==> src/rtl/lda_avalon_regs_pkg.sv <==
// lda_avalon_regs_pkg: register map, FSM/mode enums and point pack helpers for the LDA register file
package lda_avalon_regs_pkg;
  localparam logic [2:0] ADDR_MODE   = 3'd0;
  localparam logic [2:0] ADDR_STATUS = 3'd1;
  localparam logic [2:0] ADDR_GO     = 3'd2;
  localparam logic [2:0] ADDR_START  = 3'd3;
  localparam logic [2:0] ADDR_END    = 3'd4;
  localparam logic [2:0] ADDR_COLOR  = 3'd5;
  typedef enum logic [1:0] {IDLE, START, BUSY, DONE} state_e;
  typedef enum logic {STALL = 1'b0, POLL = 1'b1} mode_e;
  typedef struct packed {
    logic [8:0] x0;
    logic [7:0] y0;
    logic [8:0] x1;
    logic [7:0] y1;
    logic [2:0] color;
  } line_t;
  function automatic logic [16:0] pt_pack(input logic [8:0] x, input logic [7:0] y);
    return {y, x};
  endfunction
  function automatic logic [8:0] pt_x(input logic [16:0] p);
    return p[8:0];
  endfunction
  function automatic logic [7:0] pt_y(input logic [16:0] p);
    return p[16:9];
  endfunction
endpackage

==> src/rtl/lda_avalon_regs_if.sv <==
// lda_avalon_regs_if: Avalon-MM slave bus bundle between host and the LDA register file
interface lda_avalon_regs_if #(parameter int DATA_W = 32, parameter int ADDR_W = 3);
  logic [ADDR_W-1:0] address;
  logic              read;
  logic              write;
  logic [DATA_W-1:0] writedata;
  logic [DATA_W-1:0] readdata;
  logic              waitrequest;
  modport master (output address, read, write, writedata, input readdata, waitrequest);
  modport slave  (input address, read, write, writedata, output readdata, waitrequest);
endinterface

==> src/rtl/lda_avalon_regs.sv <==
// lda_avalon_regs: Avalon-MM register file that snapshots line parameters and sequences the LDA start/done handshake
module lda_avalon_regs
  import lda_avalon_regs_pkg::*;
#(
  parameter int DATA_W = 32,
  parameter int ADDR_W = 3
) (
  input  logic               i_clk,
  input  logic               i_reset_n,
  lda_avalon_regs_if.slave   avs,
  output logic [8:0]         o_x0,
  output logic [8:0]         o_x1,
  output logic [7:0]         o_y0,
  output logic [7:0]         o_y1,
  output logic [2:0]         o_color,
  output logic               o_start,
  input  logic               i_done
);
  state_e      state_q, state_d;
  mode_e       mode_q;
  logic [16:0] start_q, end_q;
  logic [2:0]  color_q;
  line_t       line_q;
  logic        start_q_pulse;
  logic [16:0] rdata;
  logic [2:0]  addr;
  logic        go, accept, unused_ok;
  assign addr      = 3'(avs.address);
  assign go        = avs.write && addr == ADDR_GO;
  assign accept    = go && state_q == IDLE;
  assign unused_ok = ^{avs.read, avs.writedata[DATA_W-1:17]};
  assign o_x0      = line_q.x0;
  assign o_y0      = line_q.y0;
  assign o_x1      = line_q.x1;
  assign o_y1      = line_q.y1;
  assign o_color   = line_q.color;
  assign o_start   = start_q_pulse;
  always_comb begin
    case (addr)
      ADDR_MODE:   rdata = 17'(mode_q);
      ADDR_STATUS: rdata = 17'(state_q != IDLE);
      ADDR_START:  rdata = start_q;
      ADDR_END:    rdata = end_q;
      ADDR_COLOR:  rdata = 17'(color_q);
      default:     rdata = '0;
    endcase
    avs.readdata = DATA_W'(rdata);
    // in stall mode the GO write is held until DONE; in poll mode only a line in flight stalls it
    avs.waitrequest = i_reset_n && go &&
                      (state_q == START || state_q == BUSY || (state_q == IDLE && mode_q == STALL));
    state_d = state_q == IDLE  ? (accept ? START : IDLE) :
              state_q == START ? BUSY :
              state_q == BUSY  ? (i_done ? (mode_q == POLL ? IDLE : DONE) : BUSY) : IDLE;
  end
  always_ff @(posedge i_clk or negedge i_reset_n) begin
    if (!i_reset_n) begin
      state_q       <= IDLE;
      mode_q        <= STALL;
      start_q       <= '0;
      end_q         <= '0;
      color_q       <= '0;
      line_q        <= '0;
      start_q_pulse <= 1'b0;
    end else begin
      state_q       <= state_d;
      start_q_pulse <= accept;
      if (accept) line_q <= '{x0: pt_x(start_q), y0: pt_y(start_q),
                              x1: pt_x(end_q), y1: pt_y(end_q), color: color_q};
      if (avs.write && addr == ADDR_MODE)  mode_q  <= mode_e'(avs.writedata[0]);
      if (avs.write && addr == ADDR_START) start_q <= avs.writedata[16:0];
      if (avs.write && addr == ADDR_END)   end_q   <= avs.writedata[16:0];
      if (avs.write && addr == ADDR_COLOR) color_q <= avs.writedata[2:0];
    end
  end
endmodule

==> src/flat_wrapper.sv <==
// flat-port wrapper written by rule: the top's interface ports become plain ports
module lda_avalon_regs_flat import lda_avalon_regs_pkg::*;
#(
  parameter int DATA_W = 32,
  parameter int ADDR_W = 3
)
  (i_clk, i_reset_n, o_x0, o_x1, o_y0, o_y1, o_color, o_start, i_done, avs_address, avs_read, avs_write, avs_writedata, avs_readdata, avs_waitrequest);
  lda_avalon_regs_if #(.DATA_W(DATA_W), .ADDR_W(ADDR_W)) avs_i ();
  input  logic i_clk;
  input  logic i_reset_n;
  output logic [8:0] o_x0;
  output logic [8:0] o_x1;
  output logic [7:0] o_y0;
  output logic [7:0] o_y1;
  output logic [2:0] o_color;
  output logic o_start;
  input  logic i_done;
  input wire logic [$bits(avs_i.address)-1:0] avs_address;
  input wire logic [$bits(avs_i.read)-1:0] avs_read;
  input wire logic [$bits(avs_i.write)-1:0] avs_write;
  input wire logic [$bits(avs_i.writedata)-1:0] avs_writedata;
  output wire logic [$bits(avs_i.readdata)-1:0] avs_readdata;
  output wire logic [$bits(avs_i.waitrequest)-1:0] avs_waitrequest;
  assign avs_i.address = avs_address;
  assign avs_i.read = avs_read;
  assign avs_i.write = avs_write;
  assign avs_i.writedata = avs_writedata;
  assign avs_readdata = avs_i.readdata;
  assign avs_waitrequest = avs_i.waitrequest;
  lda_avalon_regs #(.DATA_W(DATA_W), .ADDR_W(ADDR_W)) u_core (.i_clk(i_clk), .i_reset_n(i_reset_n), .avs(avs_i), .o_x0(o_x0), .o_x1(o_x1), .o_y0(o_y0), .o_y1(o_y1), .o_color(o_color), .o_start(o_start), .i_done(i_done));
endmodule
==> config.mk <==
export PLATFORM = sky130hd
export DESIGN_NAME = lda_avalon_regs_flat
export DESIGN_NICKNAME = d
export VERILOG_FILES = /design/src/rtl/lda_avalon_regs_pkg.sv /design/src/rtl/lda_avalon_regs_if.sv /design/src/rtl/lda_avalon_regs.sv /design/src/flat_wrapper.sv
export SDC_FILE = /design/constraint.sdc
export NUM_CORES = 1
export LEC_CHECK = 0
export ABC_CLOCK_PERIOD_IN_PS = 2620
export BUFFER_PORTS_ARGS = -buffer_cell sky130_fd_sc_hd__buf_2
export CORE_UTILIZATION = 45
export CTS_CLUSTER_SIZE = 28
export DETAILED_ROUTE_END_ITERATION = 12
export GPL_ROUTABILITY_DRIVEN = 1
export GPL_TIMING_DRIVEN = 0
export PLACE_DENSITY = 0.71
export SLEW_MARGIN = 15
export SYNTH_ARGS = -nofsm -noshare
export SYNTH_HDL_FRONTEND = slang
export SYNTH_SLANG_ARGS = --single-unit
==> constraint.sdc <==
create_clock -name i_clk -period 2.62 [get_ports i_clk]
set_input_delay 0.131 -clock i_clk [delete_from_list [all_inputs] [get_ports i_clk]]
set_output_delay 0.131 -clock i_clk [all_outputs]
set_load 0.01 [all_outputs]
==> summary.md <==
| Metric | Value |
|---|---|
| Status | `completed` |
| Yosys Warn Count | `0` |
| Remaining DRCs | `0` |
| Setup TNS | `0 ps` |
| WS Path Type | `register to output pin` |
| I/O Buffers | `77` |
| Worst r2r path cells | `6` |
| Final period util | `0.771` |
| VDD IR-drop max | `just under 0.5 mV` |
| Worst slew pin tran | `695 ps` |
| Critical path buffers and inverters | `3` |
| CTS Sinks | `78` |
| Layout cells sized above 1 | `0.582` |
| Post-Syn Area | `3380 µm²` |
| Pre-Repair DR Iteration Count | `4` |
| Routed vias | `2122` |
| Netlist cell types | `26` |
| Vias in the first global route | `2160` |
| Routed Antenna Nets | `0` |
| Most used cell along the critical path | `inv_1` |
| Clk Latency, worst-skew pair | `350 ps` |
| N_diodes | `0` |
| Worst r2r src | `u_core.state_q[1]` |
| Total track usage | `0.192` |
| Largest net degree at the start of global routing | `46` |
| Slowest-stage cell, CP | `mux4_2` |
| Endpoints failing setup | `0` |
| Dpl hpwl | `between 4000 and 5000 µm` |
| DIE AREA | `7860 µm²` |
| Hold Crit Depth | `2` |
| Slew HR | `0.535` |
| Hold Path Class | `input pin to register` |
| First-pass GRT wire length | `10900 µm` |
| Root Driver | `clkbuf_8` |
| Register area share after synthesis | `0.577` |
| Overflow after GRT | `0` |
| Core area | `between 7000 and 8000 µm²` |
| CP max stage delay | `440 ps` |
| Hold worst-path end | `u_core.end_q[5]` |
| Clock Pin Slew Worst Setup and Hold Paths | `80 ps` |
| Hold Vio Cnt, Final | `0` |
| TritonCTS clock tree | `built` |
| Pwr/cell area | `874 nW/µm²` |
| Routed WL | `6890 µm` |
| # rows | `31` |
| Register bit total from synthesis | `78` |
| CP top delay family | `multiplexers` |
| Initial core utilization | `0.466` |
| H-tree level count | `3` |
| Nets | `375` |
| Per-cell routed wire length | `15.8 µm` |
| Leakage power | `0.00214 µW` |
| Cells after Synth | `between 200 and 250` |
| Placer congestion estimate | `about 0.72` |
| Final Max Slew Viols | `0` |
| Chip height | `88.7 µm` |
| RSZ-0062 raised after global routing | `false` |
| Commonest non-fill, non-tap cell in the layout | `buf_2` |
| MaxCap Viol Count | `0` |
| IO Pins | `111` |
| Reg2reg end | `u_core.o_x0[0]` |
| Bufs on Longest Clock Path | `2` |
| Fmax | `a little under 500 MHz` |
| Commonest non-fill, non-tap cells in the layout | `82 x buf_2, 78 x dfrtp_1, 66 x mux2_2` |
| Post-cts resize count | `0` |
| Drt initial violations | `60` |
| Worst path required time | `2490 ps` |
| CP max FO | `4` |
| Worst R2R Setup Slack | `950 ps` |
| Critical Path AT | `1890 ps` |
| Initial antenna violation count | `0` |
| Area growth from synthesis to layout | `24.7%` |
| Worst setup SP type | `register` |
| Hold Crit Start | `avs_writedata[5]` |
| Fin crit period | `2020 ps` |
| CP endpoint kind | `output pin` |
| Total CTS buffers | `9` |
| Skew final | `6.71 ps` |
| Die width | `88.7 µm` |
| WHS | `between 15 and 20 ps` |
| CP Cell Sequence | `inv_1 -> ha_1 -> inv_1 -> mux4_2 -> a22o_1 -> buf_2` |
| Via density | `4.87` |
| Avg Inst Size Synth | `14.8 µm²` |
## worst max-delay path by stage
| stage | cells past startpoint | startpoint | to | slack, ps |
|---|---|---|---|---|
| floorplan | 6 | avs_address[0] | u_core.end_q[10] | 1160 |
| global placement | 4 | i_reset_n | avs_waitrequest | 610 |
| detailed placement | 6 | avs_address[0] | avs_readdata[8] | 770 |
| CTS | 6 | u_core.state_q[1] | avs_readdata[0] | 570 |
| global route | 6 | u_core.state_q[1] | avs_readdata[0] | 500 |
| finish | 6 | u_core.state_q[1] | avs_readdata[0] | 600 |
## routing by layer
layer | global-route usage | wire length (µm) | vias up
li1 | - | - | 996
met1 | 0.231 | 3060 | 1056
met4 | 0.0718 | 94 | 0
met3 | 0.0653 | 412 | 9
met5 | 0 | 0 | -
met2 | 0.320 | 3320 | 61
## cells in the mapped netlist
master	n	area [µm²]
a21oi_1	1	5.00
a22o_1	15	131
and2_1	1	6.26
and4bb_1	1	12.5
buf_2	6	30.0
buf_4	18	135
buf_6	1	11.3
clkbuf_1	1	3.75
conb_1	1	3.75
dfrtp_1	78	1950
ha_1	3	37.5
inv_1	6	22.5
mux2_2	66	743
mux2_4	8	120
mux2i_1	2	20.0
mux4_2	1	22.5
nand2_1	7	26.3
nand3_1	1	5.00
nand4_1	1	6.26
nand4b_2	1	15.0
nor2_1	2	7.51
nor3b_4	1	18.8
nor4b_1	1	8.76
o21ai_0	2	10.0
o2bb2ai_1	2	17.5
o41ai_1	1	8.76
## sequential cells by signal (all words and copies together), names as in the netlist, 3 cells and up
signal / flops
u_core.o_y1: 8
u_core.color_q: 3
u_core.o_x1: 9
u_core.o_color: 3
u_core.start_q: 17
u_core.end_q: 17
u_core.o_y0: 8
u_core.o_x0: 9
## layout make-up
| type | count | area [µm²] |
|---|---|---|
| fillers | 615 | 3040 |
| flip-flops and latches | 78 | 1950 |
| multi-input cells | 132 | 1280 |
| repair buffers | 79 | 425 |
| plain buffers | 26 | 180 |
| clock buffers | 11 | 151 |
| well taps | 99 | 124 |
| clock inverters | 5 | 81.3 |
| inverters | 6 | 22.5 |
## cells by family (layout without fill, tap and decap cells)
| family | Yosys count | after routing | share of synthesized area |
|---|---|---|---|
| simple gates | 16 | 16 | 0.0315 |
| fa+ha+maj | 3 | 3 | 0.0111 |
| flops | 78 | 78 | 0.577 |
| other cells | 1 | 15 | 0.00111 |
| buf+inv | 32 | 127 | 0.0600 |
| mux | 77 | 77 | 0.268 |
| compound gates | 21 | 21 | 0.0511 |
## metrics by stage
step / util / area (µm²) / total power [µW] / setup slack, ps / std cells
4_1_cts: 0.581 / 4220 / 3730 / 574 / 436
3_3_place_gp: 0.544 / 3940 / 2650 / 606 / 418
2_1_floorplan: - / 3430 / 2290 / 1160 / 242
5_1_grt: 0.581 / 4220 / 3890 / 503 / 436
3_5_place_dp: 0.548 / 3970 / 2690 / 768 / 419
6_report: 0.581 / 4220 / 3680 / 601 / 436
## power breakdown
part	leakage, µW	switching (µW)	internal [µW]
Sequential	0.000953	207	1550
Combinational	0.00107	390	510
Clock	0.000116	435	588
## what timing repair did
item / 4_1_cts / 5_1_grt
hold endpoints to repair: 33 / 0
hold buffers: 1 / 0
setup buffers: 0 / 0
Note: power is estimated with default switching activity, not from simulation.
